===== config.mk =====
export PLATFORM = sky130hd
export DESIGN_NAME = div_ctrl
export DESIGN_NICKNAME = d
export VERILOG_FILES = /design/src/rtl/div_ctrl.sv
export SDC_FILE = /design/constraint.sdc
export NUM_CORES = 1
export LEC_CHECK = 0
export CORE_MARGIN = 1.5
export CORE_UTILIZATION = 44
export CTS_CLUSTER_SIZE = 28
export DETAILED_ROUTE_END_ITERATION = 8
export PLACE_DENSITY = 0.81
export SETUP_SLACK_MARGIN = 0.15
export SYNTH_ARGS = -nofsm -noshare
export SYNTH_HDL_FRONTEND = slang
export SYNTH_SLANG_ARGS = --single-unit

===== constraint.sdc =====
create_clock -name clk -period 2.7 [get_ports clk]
set_clock_uncertainty 0.2 [all_clocks]
set_input_delay 0.54 -clock clk [delete_from_list [all_inputs] [get_ports clk]]
set_output_delay 0.54 -clock clk [all_outputs]
set_load 0.005 [all_outputs]

===== src/rtl/div_ctrl.sv =====
// div_ctrl: sequencer between the EX stage and the shared WIDTH-bit divider.
// It accepts a DIV from EX, stalls the pipeline and launches the divider.
// When the divider reports ready, it writes {remainder, quotient} into HI/LO.
// A zero divisor is resolved locally without launching the divider.
// After a flush, the result of the in-flight divide is drained and discarded.
// A divider that never completes raises a one-cycle timeout.
module div_ctrl #(
    parameter int WIDTH    = 16,
    parameter int MAX_WAIT = 64
) (
    input  logic               clk,
    input  logic               rst_n,
    input  logic               ex_div_valid,
    input  logic [WIDTH-1:0]   ex_dividend,
    input  logic [WIDTH-1:0]   ex_divisor,
    input  logic               flush,
    output logic               stall,
    output logic               div_start,
    output logic [WIDTH-1:0]   div_dividend,
    output logic [WIDTH-1:0]   div_divisor,
    input  logic               div_ready,
    input  logic [2*WIDTH-1:0] div_result,
    output logic [WIDTH-1:0]   hi,
    output logic [WIDTH-1:0]   lo,
    output logic               hilo_we,
    output logic               div_by_zero,
    output logic               timeout
);

    localparam int CW = $clog2(MAX_WAIT + 1);

    typedef enum logic [2:0] {
        S_IDLE,
        S_LAUNCH,
        S_ARM,
        S_WAIT,
        S_WB,
        S_DRAIN
    } state_t;

    state_t        state;
    logic [CW-1:0] wait_cnt;
    // Set when DRAIN is entered straight from LAUNCH. The first DRAIN cycle is
    // then the post-start cycle, in which div_ready may still be stale.
    logic          drain_guard;
    logic          limit_hit;

    assign limit_hit = (wait_cnt == CW'(MAX_WAIT - 1));

    // Hold IF/ID/EX while a DIV is pending. WB releases the completing instruction.
    assign stall = ex_div_valid & ~flush & (state != S_WB);

    // Sequencer state, operand latches, HI/LO and the registered pulse outputs.
    always_ff @(posedge clk or negedge rst_n) begin
        if (!rst_n) begin
            state        <= S_IDLE;
            wait_cnt     <= '0;
            drain_guard  <= 1'b0;
            div_start    <= 1'b0;
            div_dividend <= '0;
            div_divisor  <= '0;
            hi           <= '0;
            lo           <= '0;
            hilo_we      <= 1'b0;
            div_by_zero  <= 1'b0;
            timeout      <= 1'b0;
        end else begin
            // NOTE: the pulse outputs default low on every edge. Each state raises a
            // pulse only for the cycle it needs, so there are no clear-down paths to miss.
            div_start   <= 1'b0;
            hilo_we     <= 1'b0;
            div_by_zero <= 1'b0;
            timeout     <= 1'b0;

            case (state)
                S_IDLE: begin
                    if (ex_div_valid && !flush) begin
                        div_dividend <= ex_dividend;
                        div_divisor  <= ex_divisor;
                        if (ex_divisor == '0) begin
                            hi          <= ex_dividend;
                            lo          <= '1;
                            hilo_we     <= 1'b1;
                            div_by_zero <= 1'b1;
                            state       <= S_WB;
                        end else begin
                            div_start <= 1'b1;
                            state     <= S_LAUNCH;
                        end
                    end
                end

                S_LAUNCH: begin
                    wait_cnt <= '0;
                    if (flush) begin
                        drain_guard <= 1'b1;
                        state       <= S_DRAIN;
                    end else begin
                        state <= S_ARM;
                    end
                end

                // Any div_ready seen here belongs to the previous operation.
                S_ARM: begin
                    wait_cnt    <= '0;
                    drain_guard <= 1'b0;
                    state       <= flush ? S_DRAIN : S_WAIT;
                end

                S_WAIT: begin
                    if (flush) begin
                        wait_cnt <= '0;
                        state    <= S_DRAIN;
                    end else if (div_ready) begin
                        hi      <= div_result[2*WIDTH-1:WIDTH];
                        lo      <= div_result[WIDTH-1:0];
                        hilo_we <= 1'b1;
                        state   <= S_WB;
                    end else if (limit_hit) begin
                        timeout <= 1'b1;
                        state   <= S_IDLE;
                    end else begin
                        wait_cnt <= wait_cnt + 1'b1;
                    end
                end

                // The DIV has retired, so a flush here does not cancel the write.
                S_WB: begin
                    state <= S_IDLE;
                end

                // The divider may not be restarted while it is busy. Wait for it to
                // finish, then throw the result away.
                S_DRAIN: begin
                    if (drain_guard) begin
                        drain_guard <= 1'b0;
                    end else if (div_ready) begin
                        state <= S_IDLE;
                    end else if (limit_hit) begin
                        timeout <= 1'b1;
                        state   <= S_IDLE;
                    end else begin
                        wait_cnt <= wait_cnt + 1'b1;
                    end
                end

                default: state <= S_IDLE;
            endcase
        end
    end

endmodule


==> metrics.cfg <==
[outcome]
status=finished, final reports clean

[floorplan]
die-area_sq_um=8580
io-pin-count=138
core-area_sq_um=7770
chipHeight_um=92.6
floorplan.die.width_um=92.6
row_count=32
initial_core_util_pct=45.5

[logic_synthesis]
ys_warn_count=0
synthArstFlopShare_pct=100
yosysTopAreaCell=dfrtp_1
synth-edff-count=0
synthCells=285
ys_seq_elements=79
syn_area_per_cell_sq_um=12.4
synth_top_cells_by_area=dfrtp_1 (56%), mux2_2 (20%), mux2i_1 (4.8%), nor2_1 (2.8%), inv_1 (2.0%)
synth.yosys.seq_area_share_pct=55.9
yosysUniqueCellTypes=43
yosysTopAreaCellShare_pct=55.9
synth_nets=355
ys.flop_type=dfrtp_1
syn_area_sq_um=3540

[placement]
post-dp-hpwl_mm=6.16
gp_congestion=0.817
io_buffers=137

[timing]
setup_viol=0
worst_pin_slew_ns=0.503
slew_headroom_pct=66.4
fmax_mhz=409
slew_viol_final=0
final.setup.tns_ns=0
finalHoldWorstSlack_ns=0.309
fin_crit_ns=2.44
hold_violations=0
fin_crit_sh_pct=90.5
rsz0062_at_grt=false

[detailed_routing]
routed_wl_mm=8.47
drc=0
wire_per_inst_um=15.7
first_pass_iters=4
drt_iter0_drc=120
vias=2747
ant_nets=0
vias_per_cell=5.10

[layout]
drive_above_1_share_pct=23.8
antenna_cells=0
syn2layout_area_growth_pct=50.9
nFillCells=598
final_nets=502

[critical_path]
worst-path-stages=3
rrSetupSlack_ns=0.40
crit_family=flip-flops
reg2reg_to=wait_cnt[5]
max_stage_delay_ns=0.50
r2r_cells=5
crit_chain=nor2_1 -> a21oi_1 -> clkdlybuf4s50_1
crit_fanout=14
crit_buf_inv=1
cp-start-kind=flop
cp.arrival_ns=1.70
cp-end-kind=output pin
cp.required_ns=1.96
rr_startpoint=wait_cnt[0]
slowest_stage=dfrtp_2
critical_path_class=flop to output pin

[worst_hold_path]
min_from=div_divisor[15]
min_to=div_divisor[15]
min_path_cells=1
hold_path.class=flop to flop

[power]
power.density_nw_per_um2=900
vdd_drop_max_mv=0.518
p_total_mw=4.80
cellLeakagePower_nw=2.31

[clock_tree]
cts_buffer_depth=2
cts_tree=done
path_clk_slew_ns=0.08
cts_root_buffer=clkbuf_8
cts.sinks=79
cts_max_level=3
cts_made_buffers=9
post_cts_buffers=0
clkLatencyLatePin_ns=0.34

[global_route]
grt_max_degree=40
first_global_vias=2795
overflow=0
track_usage_pct=20.4
grt_first_pass_wirelength_mm=13.6
antenna_found_initial=0

[flow_run]
cap_violations=0

==> placed cells by master (no fill, tap or decap), types with 2 or more instances in the layout <==
master,n
a211oi_1,3
a21oi_1,11
buf_12,3
buf_4,11
clkbuf_8,10
clkdlybuf4s50_1,134
clkinv_4,2
dfrtp_1,77
dfrtp_2,2
dlymetal6s2s_1,2
inv_1,19
mux2_2,64
mux2i_1,17
nand2_1,5
nand3_1,2
nand3b_1,2
nand4_1,2
nor2_1,26
nor2b_1,2
nor4_1,4
o21ai_0,6
or2_2,2
or3_2,3
==> power breakdown <==
part / leakage (nW) / switching (mW) / internal [mW]
clock: 0.102 / 0.449 / 0.463
combinational: 1.28 / 0.661 / 1.30
sequential: 0.927 / 0.301 / 1.63
==> metrics by stage <==
stage | std cells | utilization, % | worst slack, ns | area, sq um
after global routing | 539 | 68.7 | 0.186 | 5340
after global placement | 522 | 65.7 | 0.0281 | 5100
after CTS | 539 | 68.6 | 0.162 | 5330
after floorplan | 285 | - | 0.462 | 3540
final | 539 | 68.7 | 0.257 | 5340
after detailed placement | 522 | 65.7 | -0.0458 | 5100
==> how the worst max path moves through the flow <==
stage / start / to / slack [ns]
floorplan: flush / hi[10] / 0.46
global placement: ex_divisor[1] / hi[6] / 0.03
detailed placement: ex_divisor[1] / lo[3] / -0.05
CTS: flush / stall / 0.16
global route: state[1] / stall / 0.19
finish: state[1] / stall / 0.26
==> cell type report <==
cell class	instances	area, sq um	area share, %
Clock buffer	11	141	2.65
Clock inverter	5	66.3	1.24
Inverter	19	71.3	1.34
Multi-Input combinational cell	172	1430	26.8
Sequential cell	79	1980	37.1
Tap cell	102	128	2.39
Timing Repair Buffer	151	1520	28.5
==> what timing repair did <==
action                                  4_1_cts  5_1_grt
resized for setup                             1        4
hold buffers                                  1        0
hold endpoints to repair                     37        0
endpoints found under the setup margin        1        1
==> worst register-to-register path: stages, from the launching register on <==
cell,delay (ns)
dfrtp_1,0.41
ha_1,0.24
and4_4,0.17
a2111o_1,0.54
or4_1,0.50
a21oi_1,0.15
==> sequential cells by signal, indices dropped and copies added (netlist names) <==
signal        count
div_by_zero       1
wait_cnt          7
div_divisor      16
hi               16
div_dividend     16
div_start         1
drain_guard       1
timeout           1
state             3
lo               16
hilo_we           1
==> cells in the mapped netlist (2+ instances only) <==
library cell,number
nor4_1,4
buf_2,4
clkbuf_1,5
nand3b_1,2
o21ai_0,6
nor2b_1,2
nand3_1,2
dfrtp_1,79
nor2_1,26
mux2_2,64
inv_1,19
nand4_1,2
or2_2,2
nand2_1,5
mux2i_1,17
a21oi_1,11
nand2b_1,2
a211oi_1,3
buf_1,4
or3_2,3
==> cell families after synthesis <==
| logic type | Yosys count | share of synthesized area, % |
|---|---|---|
| AND/OR/NAND/NOR | 59 | 8.70 |
| flip-flops | 79 | 55.9 |
| AO/OA/AOI/OAI | 30 | 5.52 |
| buffers and inverters | 34 | 4.07 |
| multiplexers | 81 | 25.2 |
| adder cells (fa/ha/maj) | 1 | 0.354 |
| XOR/XNOR | 1 | 0.248 |
==> metal layers <==
metal | share of wire, % | GRT usage (%)
met1 | 43 | 26.7
met2 | 47 | 31.8
met3 | 7.9 | 6.32
met4 | 2.1 | 7.83
met5 | 0 | 0
No activity file was read; power rests on OpenSTA's default activity.
